===== src/rtl/pulse_channel1.sv =====
// Square-wave channel with duty table, length counter, frequency sweep and
// volume envelope. Frame-sequencer inputs are edge-detected in the clk domain.
module pulse_channel1 (
    input  logic        clk,
    input  logic        rst,
    input  logic        clk256,
    input  logic        clk128,
    input  logic        clk64,
    input  logic [2:0]  swpPd,
    input  logic        negate,
    input  logic [2:0]  shift,
    input  logic [10:0] freq,
    input  logic [5:0]  lenLoad,
    input  logic        lenEnable,
    input  logic [1:0]  duty,
    input  logic [3:0]  startVol,
    input  logic        envAdd,
    input  logic [2:0]  period,
    input  logic        trigger,
    output logic [3:0]  out
);

    logic        enabled_q, enabled_d;
    logic [6:0]  len_cnt_q, len_cnt_d;
    logic [3:0]  volume_q, volume_d;
    logic [2:0]  env_timer_q, env_timer_d;
    logic [3:0]  sweep_timer_q, sweep_timer_d;
    logic [10:0] shadow_q, shadow_d;
    logic        sweep_on_q, sweep_on_d;
    logic [2:0]  duty_step_q, duty_step_d;
    logic [13:0] freq_timer_q, freq_timer_d;
    logic        c256_q, c128_q, c64_q, trig_q;
    // Blocks a trigger held high through reset release from counting as an event
    logic        armed_q, armed_d;
    logic [3:0]  out_q, out_d;

    logic        trig_ev, tick256, tick128, tick64;
    logic [11:0] sweep_new, sweep_chk;
    logic        duty_bit;

    function automatic logic [11:0] sweep_calc(input logic [10:0] s, input logic [2:0] sh,
                                               input logic neg);
        logic [11:0] delta;
        delta = {1'b0, s >> sh};
        return neg ? ({1'b0, s} - delta) : ({1'b0, s} + delta);
    endfunction

    function automatic logic [13:0] freq_reload(input logic [10:0] s);
        logic [13:0] t;
        t = 14'd2048 - {3'd0, s};
        return t << 2;
    endfunction

    assign trig_ev = trigger & ~trig_q & armed_q;
    assign tick256 = clk256 & ~c256_q;
    assign tick128 = clk128 & ~c128_q;
    assign tick64  = clk64 & ~c64_q;

    // Next-state for all channel counters; a trigger pre-empts any frame tick
    always_comb begin
        enabled_d     = enabled_q;
        len_cnt_d     = len_cnt_q;
        volume_d      = volume_q;
        env_timer_d   = env_timer_q;
        sweep_timer_d = sweep_timer_q;
        shadow_d      = shadow_q;
        sweep_on_d    = sweep_on_q;
        duty_step_d   = duty_step_q;
        freq_timer_d  = freq_timer_q;
        armed_d       = armed_q | ~trigger;
        sweep_new     = sweep_calc(shadow_q, shift, negate);
        sweep_chk     = 12'd0;

        if (trig_ev) begin
            enabled_d     = 1'b1;
            len_cnt_d     = 7'd64 - {1'b0, lenLoad};
            volume_d      = startVol;
            env_timer_d   = period;
            shadow_d      = freq;
            freq_timer_d  = freq_reload(freq);
            duty_step_d   = 3'd0;
            sweep_timer_d = (swpPd == 3'd0) ? 4'd8 : {1'b0, swpPd};
            sweep_on_d    = (swpPd != 3'd0) || (shift != 3'd0);
            sweep_chk     = sweep_calc(freq, shift, negate);
            if ((shift != 3'd0) && (sweep_chk > 12'd2047)) enabled_d = 1'b0;
        end else begin
            if (freq_timer_q <= 14'd1) begin
                freq_timer_d = freq_reload(shadow_q);
                duty_step_d  = duty_step_q + 3'd1;
            end else begin
                freq_timer_d = freq_timer_q - 14'd1;
            end

            if (!sweep_on_q) shadow_d = freq;

            if (tick256 && lenEnable && (len_cnt_q != 7'd0)) begin
                len_cnt_d = len_cnt_q - 7'd1;
                if (len_cnt_q == 7'd1) enabled_d = 1'b0;
            end

            if (tick128) begin
                if (sweep_timer_q <= 4'd1) begin
                    sweep_timer_d = (swpPd == 3'd0) ? 4'd8 : {1'b0, swpPd};
                    if (sweep_on_q && (swpPd != 3'd0)) begin
                        if (sweep_new > 12'd2047) begin
                            enabled_d = 1'b0;
                        end else if (shift != 3'd0) begin
                            shadow_d  = sweep_new[10:0];
                            sweep_chk = sweep_calc(sweep_new[10:0], shift, negate);
                            if (sweep_chk > 12'd2047) enabled_d = 1'b0;
                        end
                    end
                end else begin
                    sweep_timer_d = sweep_timer_q - 4'd1;
                end
            end

            if (tick64 && (period != 3'd0)) begin
                if (env_timer_q <= 3'd1) begin
                    env_timer_d = period;
                    if (envAdd && (volume_q != 4'd15)) volume_d = volume_q + 4'd1;
                    else if (!envAdd && (volume_q != 4'd0)) volume_d = volume_q - 4'd1;
                end else begin
                    env_timer_d = env_timer_q - 3'd1;
                end
            end
        end

        // DAC powered down: channel can never be enabled
        if ((startVol == 4'd0) && !envAdd) enabled_d = 1'b0;
    end

    // Duty waveform lookup and registered sample
    always_comb begin
        duty_bit = 1'b0;
        unique case (duty)
            2'b00: duty_bit = (duty_step_q == 3'd7);
            2'b01: duty_bit = (duty_step_q == 3'd0) || (duty_step_q == 3'd7);
            2'b10: duty_bit = (duty_step_q == 3'd0) || (duty_step_q >= 3'd5);
            2'b11: duty_bit = (duty_step_q >= 3'd1) && (duty_step_q <= 3'd6);
            default: duty_bit = 1'b0;
        endcase
        out_d = (enabled_q && duty_bit) ? volume_q : 4'd0;
    end

    // State registers with synchronous reset
    always_ff @(posedge clk) begin
        if (rst) begin
            enabled_q     <= 1'b0;
            len_cnt_q     <= 7'd0;
            volume_q      <= 4'd0;
            env_timer_q   <= 3'd0;
            sweep_timer_q <= 4'd0;
            shadow_q      <= 11'd0;
            sweep_on_q    <= 1'b0;
            duty_step_q   <= 3'd0;
            freq_timer_q  <= 14'd0;
            c256_q        <= 1'b0;
            c128_q        <= 1'b0;
            c64_q         <= 1'b0;
            trig_q        <= 1'b0;
            armed_q       <= 1'b0;
            out_q         <= 4'd0;
        end else begin
            enabled_q     <= enabled_d;
            len_cnt_q     <= len_cnt_d;
            volume_q      <= volume_d;
            env_timer_q   <= env_timer_d;
            sweep_timer_q <= sweep_timer_d;
            shadow_q      <= shadow_d;
            sweep_on_q    <= sweep_on_d;
            duty_step_q   <= duty_step_d;
            freq_timer_q  <= freq_timer_d;
            c256_q        <= clk256;
            c128_q        <= clk128;
            c64_q         <= clk64;
            trig_q        <= trigger;
            armed_q       <= armed_d;
            out_q         <= out_d;
        end
    end

    assign out = out_q;

endmodule


===== config.mk =====
export PLATFORM = sky130hd
export DESIGN_NAME = pulse_channel1
export DESIGN_NICKNAME = d
export VERILOG_FILES = /design/src/rtl/pulse_channel1.sv
export SDC_FILE = /design/constraint.sdc
export NUM_CORES = 1
export LEC_CHECK = 0
export CAP_MARGIN = 10
export CORE_MARGIN = 5
export CORE_UTILIZATION = 35
export CTS_CLUSTER_SIZE = 28
export DETAILED_ROUTE_END_ITERATION = 10
export PLACE_DENSITY = 0.53
export SYNTH_ARGS = -nofsm -noshare
export SYNTH_HDL_FRONTEND = slang
export SYNTH_SLANG_ARGS = --single-unit

===== constraint.sdc =====
create_clock -name clk -period 14.4 [get_ports clk]
set_input_delay 2.88 -clock clk [delete_from_list [all_inputs] [get_ports clk]]
set_output_delay 2.88 -clock clk [all_outputs]
set_load 0.01 [all_outputs]

==> Yosys cells after proc, flatten, opt, wreduce, memory -nomap -nowiden <==
Cells that the tools add are included.
{ "totals": {"word_cells": 132, "output_inout_bits": 4, "reg_bits": 57, "inputBits": 41} }
{ "classes": {"shift": 3, "n_eq_ne": 6, "n_mux": 37, "reduce_logical": 33, "n_addsub": 16, "magnitude_cmp": 9, "bitwise_logic": 12} }
{ "ops": {"columns": ["operator", "n"], "rows": [
  ["$mux 11", 7],
  ["$add 11x11->12", 3],
  ["$gt 12x11->1 const B", 3],
  ["$mux 12", 3],
  ["$mux 4", 9],
  ["$sub 11x11->12", 3],
  ["$shr 11x3->11", 3],
  ["$mux 14", 2],
  ["$sub 12x11->12 const A", 2],
  ["$le 14x1->1 const B", 1],
  ["$mux 7", 2],
  ["$sub 14x1->14 const B", 1],
  ["$reduce_bool 3->1", 4],
  ["$logic_and 1x1->1", 10],
  ["$mux 1", 10],
  ["$mux 3", 3],
  ["$reduce_bool 2->1", 4],
  ["$sub 4x1->4 const B", 2],
  ["$eq 7x1->1 const B", 1],
  ["$reduce_bool 7->1", 1],
  ["$sub 7x1->7 const B", 1],
  ["$sub 7x6->7 const A", 1],
  ["$logic_not 3->1", 2],
  ["$not 1->1", 6],
  ["other kinds (23)", 32]
]} }

==> Longest topological paths before layout <==
{ "logic_depth": {"ltp_word": 14, "ltp_mapped": 32, "depth_no_buf": 30} }

==> Least setup slack after synthesis <==
Ideal clock, no wire load.
{ "synth_path": {"path_kind": "input to register", "start": "input shift[0]", "end": "register enabled_q", "t_arrival_ns": 8.854, "t_required_ns": 14.285, "stages": 31, "setup_time_ns": 0.115, "setup_slack_ns": 5.432, "n_path_buf": 2, "cell_sequence": "buf_2 > buf_6 > mux2_1 > a22oi_1 > nor2_1 > a221oi_2 > ha_1 > nand2_1 > nor2_1 > a21oi_1 > xor2_1 > ha_1 > a211o_1 > a21oi_2 > or4b_4 > nand3_2 > inv_2 > o2bb2ai_2 > or4b_4 > or2_1 > o21ai_1 > xor2_1 > ha_1 > a21boi_0 > o21a_1 > o221ai_1 > nor3_1 > a2111oi_4 > nand3_1 > mux2i_1 > o21a_1"} }
{ "synth_between": {"elab_chain_cells": 14, "word_cells_on_any_way": 25, "classes_between": "add/sub: 6; order compare: 3; shift: 3; mux: 11; reduce/logical: 2"} }
{ "synth_rtl": {"columns": ["item", "line_no", "source"], "rows": [
  ["start: declaration", "11", "input logic [2:0] shift,"],
  ["$shr 11x3->11", "44", "delta = {1'b0, s >> sh};"],
  ["$add 11x11->12 / $sub 11x11->12 (equally long branches)", "45", "return neg ? ({1'b0, s} - delta) : ({1'b0, s} + delta);"],
  ["$mux 12", "45", null],
  ["$shr 11x3->11", "44", null],
  ["$add 11x11->12 / $sub 11x11->12 (equally long branches)", "45", null],
  ["$mux 12", "45", null],
  ["$gt 12x11->1", "110", "if (sweep_chk > 12'd2047) enabled_d = 1'b0;"],
  ["$mux 1", "110", null],
  ["$mux 1", "107", "end else if (shift != 3'd0) begin"],
  ["$mux 1", "105", "if (sweep_new > 12'd2047) begin"],
  ["$mux 1", "104", "if (sweep_on_q && (swpPd != 3'd0)) begin"],
  ["$mux 1", "102", "if (sweep_timer_q <= 4'd1) begin"],
  ["$mux 1", "101", "if (tick128) begin"],
  ["$mux 1 (*)", "74", "if (trig_ev) begin"],
  ["end signal: assignment", "165", "enabled_q <= enabled_d;"],
  ["end: declaration", "23", "logic enabled_q, enabled_d;"]
]} }
Mark *: on every way between the ends. The rest lies on a longest branch, timed or not.
A chain may end at the register's enable or synchronous reset.

==> Worst setup path after layout <==
{ "layout_path": {"start": "input shift[1]", "end": "register enabled_q"} }
The elaborated chain is that of the path after synthesis.

==> results.json <==
{
  "synth.lib_cells_used.distinct": 75,
  "regToRegEndpoint": "enabled_q$_SDFF_PP0_",
  "crit_slowest_cell": "a222oi_1",
  "cell_internal_pwr_uw": 532,
  "worstPathRequired_ps": 14610,
  "core_area_um2": 18100,
  "seq_power_share": 0.231,
  "tritoncts": "built",
  "synthesized_flop_and_latch_total": 57,
  "fin_nets": 977,
  "area.growth.synth_to_final_pct": 13.3,
  "postSynthAreaPerCell_um2": 7.57,
  "final_weighted_congestion_of_routability_driven_global_placement": 0.931,
  "post-place-cells": 1093,
  "pwr-share-clk": 0.222,
  "worst_setup_path_end_kind": "flop",
  "globalRoute.totalOverflow": 0,
  "wl_um": 18900,
  "io_buffer_count": 44,
  "comb_power_share": 0.547,
  "final_hold_violation_count": 0,
  "period_minus_slack_ps": 10000,
  "timing_max_transition_violations_final": 0,
  "detailroute.via_count": 6189,
  "setup_slack_ps": 4400,
  "worstSetupPathType": "in2reg",
  "timing.critical_path.fanout_max": 36,
  "synthArstFlopShare": 0,
  "top_level_ports": 45,
  "worst_hold_path_type": "reg2reg",
  "postRouteAntennaNets": 0,
  "die_h_um": 146,
  "max_freq_mhz": 100,
  "via_per_inst": 5.59,
  "grt_start_max_net_pins": 55,
  "critPathArrivalTime_ps": 10210,
  "reg2reg_depth": 28,
  "netlist_top_cells_area": "dfxtp_1 18%, ha_1 11%, nor2_1 6.2%, mux2i_1 5.4%, xnor2_1 5.0%",
  "clock_insertion_delay_worst_skew_ps": 320,
  "cts-resized-gates": 0,
  "final_cell_count_no_fill": 1107,
  "grt_antenna_before_repair": 0,
  "crit-reg2reg-launch": "shadow_q[9]$_SDFF_PP0_",
  "synthSimpleGateAreaFrac": 0.242,
  "swShare": 0.423,
  "synthesis.area_um2": 6500,
  "ctsHtreeMaxLevel": 3,
  "fin_crit_sh": 0.695,
  "multi_input_area_um2": 5000,
  "grt_setup_unrepaired": "no",
  "initial_core_util": 0.358,
  "synth-compound-area-share": 0.227,
  "final.hold.worst_slack_ps": 452,
  "cts.reportedPaths.clkPinSlew_ps": 50,
  "combinational_family_with_the_most_area_after_synthesis": "simple AND/OR/NAND/NOR gates",
  "num_antenna_cells": 0,
  "setup.worst_path.start": "shift[1]",
  "status": "finished clean",
  "die-width_um": 146,
  "worst_slew_pin_slew_ps": 1140,
  "syn-num-nets": 961,
  "power_density_nw_per_um2": 125,
  "timing.reg2reg.setup_slack_ps": 7430,
  "setup_total_negative_slack_ps": 0,
  "vdd_drop_max_v": 0.0000632,
  "detail_route.drc_violations": 0,
  "total_leakage_power_nw": 2.96,
  "yosys-mux-area-fraction": 0.0833,
  "power_switching_uw": 390,
  "worst_setup_path_endpoint": "enabled_q$_SDFF_PP0_",
  "worst_clock_skew_ps": 8.53,
  "final-seq-area_um2": 1140,
  "dominant_cell_type_by_area_after_synthesis": "dfxtp_1",
  "drtIter0Drc": 444,
  "via_count_of_the_first_global_routing_pass": 6024,
  "timing.critical_path.slowest_cell_delay_ps": 560,
  "design.die.area_um2": 21400,
  "dpl.hpwl_um": 14100,
  "clock_buffers_created_by_tritoncts": 9,
  "total_grt_usage": 0.175,
  "first_pass_grt_wire_length_um": 31200,
  "cts_hold_buf": 0,
  "placementRows": 49,
  "cts_sinks": 57,
  "synth-seq-area-share": 0.175,
  "synth_cells": 859,
  "place_ws_ps": 4170,
  "crit_path_start_kind": "input pin",
  "layout-drive-gt1-share": 0.0581,
  "yosys.area_share.xor_xnor": 0.0956,
  "synthAdderAreaFrac": 0.120,
  "clock_tree.buffer_depth": 2,
  "maxCapViolCount": 0,
  "synth_top_flop_cell": "dfxtp_1",
  "cts-root-buf": "clkbuf_16",
  "ys_warns": 0,
  "synthTopCellsByCount": "107 x nor2_1, 61 x a21oi_1, 60 x nand2_1",
  "drt-pass1-iter-count": 6,
  "wire_per_inst_um": 17.1,
  "synth_edf_count": 0,
  "post-synth-top-area-fraction": 0.175,
  "filler_instances": 1845,
  "finalPower_uw": 923,
  "setup_violations": 0,
  "synthMostInstantiatedCell": "nor2_1",
  "worst_slew_margin_rel": 0.238,
  "cts_post_setup_buffers_inserted": 0
}
cell type report:
type,count,share of cell area
repair buffers,51,0.0655
multi-input cells,711,0.679
flip-flops and latches,57,0.155
well taps,229,0.0389
clock buffers,10,0.0324
inverters,45,0.0229
clock inverters,4,0.00611
logic make-up after synthesis:
logic type	count (synthesis)
compound gates	214
mux	47
xor+xnor	71
simple gates	318
fa+ha+maj	61
buf+inv	91
flops	57
worst min path at each step:
stage	endpoint	cells past startpoint	start	slack, ps
after floorplan	armed_q$_SDFF_PP0_	2	armed_q$_SDFF_PP0_	430
after global placement	armed_q$_SDFF_PP0_	2	armed_q$_SDFF_PP0_	440
after detailed placement	armed_q$_SDFF_PP0_	2	armed_q$_SDFF_PP0_	440
after CTS	armed_q$_SDFF_PP0_	2	armed_q$_SDFF_PP0_	450
after global routing	armed_q$_SDFF_PP0_	2	armed_q$_SDFF_PP0_	490
final	armed_q$_SDFF_PP0_	2	armed_q$_SDFF_PP0_	450
stage by stage:
step	area, um2	utilization
final	7370	0.406
after global routing	7370	0.406
after CTS	7370	0.406
after detailed placement	7080	0.390
after global placement	7080	0.390
after floorplan	6500	-
registers in the layout (all words and copies together), names as in the netlist:
| signal | flops |
|---|---|
| c64_q | 1 |
| c256_q | 1 |
| volume_q | 4 |
| armed_q | 1 |
| len_cnt_q | 7 |
| sweep_timer_q | 4 |
| trig_q | 1 |
| enabled_q | 1 |
| duty_step_q | 3 |
| freq_timer_q | 14 |
| c128_q | 1 |
| shadow_q | 11 |
| env_timer_q | 3 |
| out | 4 |
| sweep_on_q | 1 |
cell usage in the layout (no fill, tap or decap), types with 4 or more instances in the layout:
master,netlist,final
a31oi_1,9,9
a21o_1,10,10
inv_1,40,40
o21ai_0,27,27
o211ai_1,12,12
nor2_1,107,106
mux4_2,5,5
dfxtp_1,57,57
nor3_1,37,36
nor4_1,7,7
a211oi_1,29,29
o21a_1,7,7
clkbuf_16,0,9
xnor2_1,37,37
clkdlybuf4s50_1,0,42
buf_4,2,7
o41ai_1,4,4
and2_1,15,15
nand2b_1,17,17
or4_1,7,7
and3_1,6,6
nand2_1,60,60
mux2i_1,35,35
a22oi_1,7,7
nand3_1,13,13
mux2_2,4,4
xor2_1,34,34
a21oi_1,61,61
inv_2,4,4
a221oi_1,5,5
a211o_1,4,4
or3_1,9,9
nand3b_1,4,4
ha_1,59,59
nor2b_1,15,15
power groups by stage:
stage	logic (mW)	clock network, mW	registers, mW
after floorplan	0.393	0	0.206
after global placement	0.503	0	0.216
after detailed placement	0.502	0	0.215
after CTS	0.506	0.210	0.212
after global routing	0.574	0.216	0.217
final	0.505	0.205	0.213
metal layers:
metal / GRT usage / wire, um / vias to the layer above
met2: 0.286 / 8510 / 159
met3: 0.0319 / 1010 / 23
li1: - / - / 3137
met5: 0 / 0 / -
met1: 0.243 / 9090 / 2870
met4: 0.0376 / 331 / 0
critical path, delay by kind of cell:
kind | cells | cell delay (ps)
adders and majority gates | 4 | 1300
AOI/OAI and AO/OA | 14 | 3440
buffers and inverters | 3 | 1010
muxes | 1 | 130
and+or+nand+nor | 7 | 1220
xor gates and xnor gates | 1 | 230
(Power assumes the default switching activity.)
